===== src/rtl/sequential_div_8bit_pkg.sv =====
// sequential_div_8bit_pkg: shared FSM state encodings for the sequential divider
package sequential_div_8bit_pkg;
    typedef enum logic [1:0] {
        S_IDLE = 2'd0,
        S_RUN  = 2'd1,
        S_DONE = 2'd2
    } state_t;
endpackage


===== src/rtl/div_trial_sub.sv =====
// div_trial_sub: combinational trial subtractor a-b computed as a+~b+1, borrow is the result MSB
module div_trial_sub #(
    parameter int W = 9
) (
    input  logic [W-1:0] a,
    input  logic [W-1:0] b,
    output logic [W-2:0] diff,
    output logic         borrow
);
    assign {borrow, diff} = a + ~b + W'(1);
endmodule


===== src/rtl/sequential_div_8bit.sv =====
// sequential_div_8bit: multi-cycle unsigned restoring divider, one quotient bit per clock
module sequential_div_8bit
    import sequential_div_8bit_pkg::*;
#(
    parameter int WIDTH = 8
) (
    input  logic             clk,
    input  logic             reset,
    input  logic             start,
    input  logic [WIDTH-1:0] dividend,
    input  logic [WIDTH-1:0] divisor,
    output logic             busy,
    output logic             done,
    output logic [WIDTH-1:0] quotient,
    output logic [WIDTH-1:0] remainder,
    output logic             div_by_zero
);
    localparam int CW = $clog2(WIDTH + 1);

    state_t           state, nxt;
    logic [WIDTH-1:0] r, q, d, diff, r_nx, q_nx;
    logic [WIDTH:0]   rs;
    logic [CW-1:0]    count;
    logic             borrow, last, accept, dz_in;

    assign rs     = {r, q[WIDTH-1]};
    assign last   = count == CW'(WIDTH - 1);
    assign accept = state == S_IDLE && start;
    assign dz_in  = divisor == '0;
    assign q_nx   = {q[WIDTH-2:0], ~borrow};
    assign r_nx   = borrow ? rs[WIDTH-1:0] : diff;

    div_trial_sub #(.W(WIDTH + 1)) u_sub (
        .a      (rs),
        .b      ({1'b0, d}),
        .diff   (diff),
        .borrow (borrow)
    );

    // state register
    always_ff @(posedge clk) begin
        if (reset) state <= S_IDLE;
        else       state <= nxt;
    end

    // next state: a zero divisor skips RUN, unused encodings fall back to IDLE
    always_comb begin
        nxt = S_IDLE;
        nxt = (state == S_IDLE) ? (start ? (dz_in ? S_DONE : S_RUN) : S_IDLE) :
              (state == S_RUN)  ? (last ? S_DONE : S_RUN) : S_IDLE;
    end

    // datapath iteration and registered outputs, results load only on entry to DONE
    always_ff @(posedge clk) begin
        if (reset) begin
            r           <= '0;
            q           <= '0;
            d           <= '0;
            count       <= '0;
            busy        <= 1'b0;
            done        <= 1'b0;
            quotient    <= '0;
            remainder   <= '0;
            div_by_zero <= 1'b0;
        end else begin
            busy <= nxt == S_RUN;
            done <= nxt == S_DONE;
            if (accept) begin
                q     <= dividend;
                d     <= divisor;
                r     <= '0;
                count <= '0;
                if (dz_in) begin
                    quotient    <= '1;
                    remainder   <= dividend;
                    div_by_zero <= 1'b1;
                end
            end else if (state == S_RUN) begin
                r     <= r_nx;
                q     <= q_nx;
                count <= count + CW'(1);
                if (last) begin
                    quotient    <= q_nx;
                    remainder   <= r_nx;
                    div_by_zero <= 1'b0;
                end
            end
        end
    end
endmodule


===== config.mk =====
export PLATFORM = sky130hd
export DESIGN_NAME = sequential_div_8bit
export DESIGN_NICKNAME = d
export VERILOG_FILES = /design/src/rtl/sequential_div_8bit_pkg.sv /design/src/rtl/div_trial_sub.sv /design/src/rtl/sequential_div_8bit.sv
export SDC_FILE = /design/constraint.sdc
export NUM_CORES = 1
export LEC_CHECK = 0
export CORE_MARGIN = 5
export CORE_UTILIZATION = 56
export CTS_BUF_LIST = sky130_fd_sc_hd__clkbuf_4 sky130_fd_sc_hd__clkbuf_8
export CTS_CLUSTER_SIZE = 28
export DETAILED_ROUTE_END_ITERATION = 10
export GPL_TIMING_DRIVEN = 0
export PLACE_DENSITY_LB_ADDON = 0.15
export SLEW_MARGIN = 20
export SYNTH_ARGS = -nofsm -noshare
export SYNTH_HDL_FRONTEND = slang
export SYNTH_SLANG_ARGS = --single-unit

===== constraint.sdc =====
create_clock -name clk -period 3.3 [get_ports clk]
set_input_delay 0.66 -clock clk [delete_from_list [all_inputs] [get_ports clk]]
set_output_delay 0.66 -clock clk [all_outputs]
set_load 0.05 [all_outputs]

==> summary.md, run 1 <==
| Metric | Value |
|---|---|
| Post-detailed-routing wire length | `6.01 mm` |
| Leakage power | `1.14 nW` |
| Family with the most delay on the worst path | `simple AND/OR/NAND/NOR gates` |
| Total DRC errors in the routed layout | `0` |
| Cell type with the highest aggregate area in the netlist | `dfxtp_1` |
| Worst slack, placed | `384 ps` |
| Root Buffer | `clkbuf_8` |
| Detail-routed net length per standard cell | `15.7 um` |
| Sequential fraction of the synthesis area | `39.8%` |
| Core area | `4320 um2` |
| Number of distinct library cells after synthesis | `46` |
| Post-CTS Hold Fix Bufs | `0` |
| Detailed-router iteration count before antenna repair | `6` |
| Combinational family with the most area after synthesis | `compound AO/OA/AOI/OAI gates` |
| Pint | `0.966 mW` |
| Cell types occupying the most area after synthesis | `dfxtp_1 40%, nand2_1 6.5%, a21oi_1 5.7%` |
| Number of buffers created by CTS | `5` |
| Number of global-route vias before repair | `2,113` |
| Period minus WS final | `2670 ps` |
| Area growth from synthesis to final layout | `20.9%` |
| Pin count of the biggest net entering global routing | `17` |
| Full die area | `5830 um2` |
| Net switching power figure | `0.505 mW` |
| Clock transition at the register clock pins on the worst setup and hold paths after CTS | `90 ps` |
| Critical path required time | `3540 ps` |
| Post-synthesis simple-gate area fraction | `20.6%` |
| Critical-path top delay cell | `nor4_1` |
| Number of violations reported at the end of detailed-routing iteration 0 | `186` |
| Max-slew headroom at the worst pin | `51.0%` |
| Count of pins over their slew limit | `0` |
| Peak ir drop on the vdd network | `0.301 mV` |
| Async SR Flop Fraction | `0%` |
| Final WS setup | `626 ps` |
| Post-cts sizing count | `0` |
| Clock network fraction of total power | `24.8%` |
| Net count of the mapped netlist | `316` |
| Sw frac | `34.3%` |
| Synth Area in XOR/XNOR | `2.13%` |
| FP Rows | `24` |
| Average vias per placed instance | `5.81` |
| Die X-Extent | `76.4 um` |
| Synth warnings | `0` |
| Cell count after synthesis | `287` |
| Net total in the final layout | `359` |
| Critical path class | `primary input to flop` |
| CP startpoint kind | `primary input` |
| Combined global-route utilization of all metal layers | `21.0%` |
| Mean Syn Cell Area | `8.60 um2` |
| Actual slew at the worst max-slew pin | `729 ps` |
| Most used flip-flop cell after synthesis | `dfxtp_1` |
| Sequential fraction of design power | `44.7%` |
| Post-Synthesis Cell Area | `2470 um2` |
| Clk buf depth | `2` |
| Post-synthesis compound-gate area fraction | `20.8%` |
| ANT nets after route | `0` |
| GP Congestion | `0.824` |
| Post-CTS repair timing setup buffer count | `0` |
| Die Height | `76.4 um` |
| Setup-violating endpoint count in the final report | `0` |
| Crit. End Element | `flop` |
| Class of the tightest hold or removal check | `flop to flop` |
| Yosys reg bits | `49` |
| Largest incremental delay on the critical path | `660 ps` |
| Adder-cell share of the synthesized area | `5.38%` |
| Initial antenna violation count | `0` |
| Clock tree from TritonCTS | `built` |
| Sum of net half-perimeters after detailed placement | `4.52 mm` |
| Crit path max fanout | `10` |
| Max cap viols | `0` |
| Layout cell share with drive strength beyond 1 | `9.37%` |
| Initial Util | `57.1%` |
| Arrival time of the worst setup path | `2910 ps` |
| Combinational share of power | `30.5%` |
| Ratio of final minimum period to clock period | `81.0%` |
| Top Ports | `38` |
| Total number of vias | `2,225` |
| Total gr overflow | `0` |
| Hold violation total from the final report | `0` |
| Portion of netlist area occupied by mux cells | `5.38%` |
| Number of input and output port buffers inserted | `36` |
| Portion of synthesized cell area occupied by the leading cell type | `39.8%` |
| Upper clock frequency limit | `0.374 GHz` |
| Number of levels in the clock H-tree | `2` |
| Clock Sinks | `49` |
| Result of the run | `complete, no violations` |
| Insertion delay of the later-clocked pin in the worst-skew pair | `310 ps` |
| Buffers plus inverters on the worst setup path | `1` |
| CP Cell Sequence | `clkdlybuf4s50_1 > nor4_1 > nand3_2 > a22oi_2 > nand2_1 > o21ai_1` |
| Count of flip-flops with a built-in enable after synthesis | `0` |
| Wire length of the first global-routing pass | `10.1 mm` |
| Final setup TNS | `0 ps` |
| Unrepaired setup endpoints after global routing | `no` |
| Total inserted antenna cells | `0` |
| Worst-case clock skew | `10.3 ps` |
| Cell area power density | `493 nW/um2` |
-- path summary, 6_finish.rpt --
kind | start | end | slack [ps] | cells past startpoint
worst max-delay path | divisor[0] | remainder[0]$_SDFFE_PP0P_ | 630 | 6
worst min-delay path | d[6]$_SDFFE_PP0P_ | d[6]$_SDFFE_PP0P_ | 460 | 2
worst max register to register | q[7]$_SDFFE_PP0P_ | remainder[7]$_SDFFE_PP0P_ | 650 | 10
worst min register to register | d[6]$_SDFFE_PP0P_ | d[6]$_SDFFE_PP0P_ | 460 | 2
-- metal layers --
| metal | vias to the layer above | global-route usage, % | routed length, um |
|---|---|---|---|
| met1 | 1028 | 28.6 | 2850 |
| li1 | 1119 | - | - |
| met3 | 9 | 3.78 | 322 |
| met2 | 69 | 33.1 | 2770 |
| met4 | 0 | 7.69 | 75 |
| met5 | - | 0 | 0 |
-- kinds of logic after synthesis --
group | Yosys count
DFF | 49
xor gates and xnor gates | 6
AOI/OAI and AO/OA | 77
and+or+nand+nor | 106
buffers and inverters | 26
adders and majority gates | 10
muxes | 13
-- cells in the mapped netlist, types with 2 or more instances --
cell type   n
a211oi_1    2
a21oi_1    28
a311oi_1    7
a31oi_1     8
and4_1      4
clkbuf_1    9
clkbuf_8    4
dfxtp_1    49
ha_1        9
inv_1      12
mux2_2      2
mux2i_1    11
nand2_1    43
nand2b_1    6
nand3_1     5
nand4_1     3
nor2_1     24
nor2b_1     2
nor3_1      6
nor4_1      4
o21ai_0    14
o21ai_1     3
o221a_2     4
o41ai_2     2
xnor2_1     4
xor2_1      2
-- cell type report --
| class | instances | area [um2] |
|---|---|---|
| clock buffer | 5 | 68.8 |
| clock inverter | 3 | 21.3 |
| timing repair buffer | 36 | 360 |
| fill | 375 | 1340 |
| inverter | 12 | 45.0 |
| sequential | 49 | 981 |
| buffer | 14 | 100 |
| multi-input combinational | 212 | 1340 |
| tap | 52 | 65.1 |
-- state kept, by name, summed over array words and instances, names as in the netlist --
signal	count
busy	1
count	4
d	8
div_by_zero	1
done	1
q	8
quotient	8
r	8
remainder	8
state	2
-- stage by stage --
stage / cell area, um2 / std cells / hold slack, ps / util, % / total power, mW
after CTS: 2980 / 383 / 466 / 69.0 / 1.47
after global routing: 2980 / 383 / 481 / 69.0 / 1.55
after detailed placement: 2890 / 375 / 453 / 66.9 / 1.11
after floorplan: 2470 / 287 / 436 / - / 0.993
after global placement: 2890 / 375 / 444 / 66.9 / 1.11
final: 2980 / 383 / 464 / 69.0 / 1.47
-- tightest hold or removal path, delay by kind of cell, from the launching register on --
| family | cells | cell delay (ps) |
|---|---|---|
| AO/OA/AOI/OAI | 1 | 50 |
| AND/OR/NAND/NOR | 1 | 50 |
| flip-flops | 1 | 320 |
-- layout by cell type, fill, tap and decap left out, types with 11 or more instances in the layout --
cell type,count
a21oi_1,28
clkdlybuf4s50_1,36
dfxtp_1,49
inv_1,12
mux2i_1,11
nand2_1,43
nor2_1,24
o21ai_0,14
-- power by group through the flow --
stage          logic (mW)  clock network, mW  registers, mW
2_1_floorplan       0.294                  0          0.699
3_3_place_gp        0.439                  0          0.669
3_5_place_dp        0.444                  0          0.670
4_1_cts             0.447              0.368          0.657
5_1_grt             0.489              0.396          0.663
6_report            0.449              0.365          0.657
Note: power is estimated with default switching activity, not from simulation.
==> run 2, diff against run 1 <==
--- a/config.mk
+++ b/config.mk
@@ -6,7 +6,7 @@
 export NUM_CORES = 1
 export LEC_CHECK = 0
 export CORE_MARGIN = 5
-export CORE_UTILIZATION = 56
+export CORE_UTILIZATION = 50
 export CTS_BUF_LIST = sky130_fd_sc_hd__clkbuf_4 sky130_fd_sc_hd__clkbuf_8
 export CTS_CLUSTER_SIZE = 28
 export DETAILED_ROUTE_END_ITERATION = 10
==> constraint.sdc (replaced) <==
create_clock -name clk -period 2.4 [get_ports clk]
set_input_delay 0.48 -clock clk [delete_from_list [all_inputs] [get_ports clk]]
set_output_delay 0.48 -clock clk [all_outputs]
set_load 0.05 [all_outputs]
==> summary.md, run 2 (synthesized netlist as in run 1, its figures left out) <==
| Metric | Value |
|---|---|
| Number of levels in the clock H-tree | `2 (unchanged)` |
| Sum of net half-perimeters after detailed placement | `4.65 mm (+2.9%)` |
| Period minus WS final | `2390 ps` |
| Detail-routed net length per standard cell | `16.0 um (+1.8%)` |
| Number of buffers created by CTS | `5 (unchanged)` |
| Average vias per placed instance | `5.64 (-3.0%)` |
| Final design utilization | `67.9% (-1.1 points)` |
| Clock network fraction of total power | `26.8% (+2.0 points)` |
| Post-detailed-routing wire length | `6.49 mm (+7.9%)` |
| Commonest cells after routing, fill and taps aside | `48 x dfxtp_1, 43 x nand2_1, 36 x clkdlybuf4s50_1` |
| Crit. End Element | `flop` |
| Ratio of final minimum period to clock period | `99.7%` |
| Critical path required time | `2640 ps (-900 ps)` |
| Seq. cell area | `982 um2 (+0.13%)` |
| Net total in the final layout | `367 (+2.2%)` |
| Pwr Total | `2.33 mW (+58%)` |
| Post-placement cell area | `2910 um2 (+0.65%)` |
| Full die area | `6440 um2 (+10%)` |
| Result of the run | `complete, no violations` |
| Worst-case clock skew | `9.77 ps (-0.518 ps)` |
| Initial Util | `51.9% (-5.2 points)` |
| Combined global-route utilization of all metal layers | `20.2% (-0.82 points)` |
| Sequential fraction of design power | `39.0% (-5.7 points)` |
| Net switching power figure | `0.745 mW (+48%)` |
| Core area | `4750 um2 (+10%)` |
| Most common cell after layout, fill and taps aside | `dfxtp_1` |
| Sw frac | `32.0% (-2.3 points)` |
| Number of global-route vias before repair | `2,129 (+0.76%)` |
| Peak ir drop on the vdd network | `0.568 mV (+89%)` |
| Leakage power | `1.20 nW (+6.1%)` |
| Max-slew headroom at the worst pin | `61.5% (+11 points)` |
| Critical path class | `flop to flop` |
| Insertion delay of the later-clocked pin in the worst-skew pair | `300 ps (about the same)` |
| Unrepaired setup endpoints after global routing | `yes` |
| Multi-input gate area | `1470 um2 (+9.4%)` |
| Combinational share of power | `34.2% (+3.7 points)` |
| Arrival time of the worst setup path | `2630 ps (-280 ps)` |
| Worst slack, placed | `-375 ps (-758 ps)` |
| Max cap viols | `0 (unchanged)` |
| Pin count of the biggest net entering global routing | `15 (-2)` |
| Layout cell share with drive strength beyond 1 | `16.8% (+7.4 points)` |
| Clock transition at the register clock pins on the worst setup and hold paths after CTS | `90 ps (about the same)` |
| CP startpoint kind | `flop` |
| Count of pins over their slew limit | `0 (unchanged)` |
| Total number of vias | `2,288 (+2.8%)` |
| Cell area power density | `721 nW/um2 (+46%)` |
| Post-Layout Inst Area | `3230 um2 (+8.2%)` |
| Class of the tightest hold or removal check | `primary input to flop` |
| Initial antenna violation count | `0 (unchanged)` |
| Clock tree from TritonCTS | `built` |
| ANT nets after route | `0 (unchanged)` |
| Final WS setup | `8.23 ps (-617 ps)` |
| Total inserted antenna cells | `0 (unchanged)` |
| Number of violations reported at the end of detailed-routing iteration 0 | `161 (-13%)` |
| Die X-Extent | `80.2 um (+5.1%)` |
| Hold violation total from the final report | `0 (unchanged)` |
| Setup-violating endpoint count in the final report | `0 (unchanged)` |
| GP Congestion | `0.856 (+3.9%)` |
| Number of input and output port buffers inserted | `36 (unchanged)` |
| Root Buffer | `clkbuf_8` |
| Clk buf depth | `2 (unchanged)` |
| Actual slew at the worst max-slew pin | `577 ps (-152 ps)` |
| Wire length of the first global-routing pass | `10.2 mm (+1.4%)` |
| Clock Sinks | `49 (unchanged)` |
| Area growth from synthesis to final layout | `30.8%` |
| Post-CTS Hold Fix Bufs | `0 (unchanged)` |
| FILL cells | `417 (+11%)` |
| Top Ports | `38 (unchanged)` |
| Total gr overflow | `0 (unchanged)` |
| Detailed-router iteration count before antenna repair | `4 (-2)` |
| Final setup TNS | `0 ps (unchanged)` |
| Die Height | `80.2 um (+5.1%)` |
| FP Rows | `25 (+4.2%)` |
| Pint | `1.58 mW (+63%)` |
| Crit path max fanout | `5 (-5)` |
| Upper clock frequency limit | `0.418 GHz` |
| Total DRC errors in the routed layout | `0 (unchanged)` |
==> run 2: cell types whose count changed in the layout (fill, tap and decap cells not counted), moves of 2 or more <==
cell,previous run,this run
mux2i_1,11,6
mux2i_4,0,4
buf_6,1,3
a21oi_1,28,25
a21oi_2,0,3
buf_4,0,6
==> run 2: stage by stage <==
| step | std cells | hold slack [ps] |
|---|---|---|
| 2_1_floorplan | 287 | 436 |
| 3_3_place_gp | 390 | 443 |
| 3_5_place_dp | 390 | 449 |
| 4_1_cts | 401 | 423 |
| 5_1_grt | 406 | 421 |
| 6_report | 406 | 425 |
==> run 2: power groups by stage <==
stage / combinational (mW) / clock (mW) / sequential, mW
2_1_floorplan: 0.404 / 0 / 0.962
4_1_cts: 0.663 / 0.625 / 0.903
5_1_grt: 0.859 / 0.665 / 0.914
6_report: 0.796 / 0.624 / 0.906
3_5_place_dp: 0.613 / 0 / 0.921
3_3_place_gp: 0.606 / 0 / 0.920
==> run 2: critical path, cell delays in order (launching register included) <==
cell      delay, ps
dfxtp_2         340
inv_2            50
ha_4            160
fa_2            390
nand2b_4        170
a211oi_4        240
mux2i_2         290
nor2_2           90
buf_6           150
mux2_4          320
o21ai_2         130
==> run 2: final cells by class <==
| type | instances | area share, % |
|---|---|---|
| Multi-Input combinational cell | 212 | 45.5 |
| Sequential cell | 49 | 30.4 |
| Timing Repair Buffer | 44 | 13.3 |
| Buffer | 14 | 3.10 |
| Clock buffer | 7 | 2.79 |
| Tap cell | 67 | 2.60 |
| Inverter | 12 | 1.40 |
| Clock inverter | 1 | 0.931 |
==> run 2: final timing paths <==
| check | endpoint | slack, ps | cells after the start | from |
|---|---|---|---|---|
| setup reg to reg | remainder[1]$_SDFFE_PP0P_ | 8 | 10 | q[7]$_SDFFE_PP0P_ |
| hold reg to reg | div_by_zero$_SDFFE_PP0P_ | 460 | 2 | div_by_zero$_SDFFE_PP0P_ |
| setup / recovery | remainder[1]$_SDFFE_PP0P_ | 8 | 10 | q[7]$_SDFFE_PP0P_ |
| hold / removal | quotient[0]$_SDFFE_PP0P_ | 430 | 2 | reset |
==> run 2: timing repair <==
item,4_1_cts,5_1_grt
pin swaps,1,10
resized for setup,7,23
cloned,0,1
buffers inserted,3,4
setup endpoints to repair,17,18
==> run 2: per-layer routing <==
metal | vias to the layer above | wire length (um) | global-route usage, % | share of wire (%)
li1 | 1131 | - | - | -
met1 | 1069 | 2840 | 27.6 | 44
met2 | 75 | 3060 | 33.2 | 47
met3 | 13 | 472 | 3.59 | 7.3
met4 | 0 | 119 | 4.22 | 1.8
met5 | - | 0 | 0 | 0
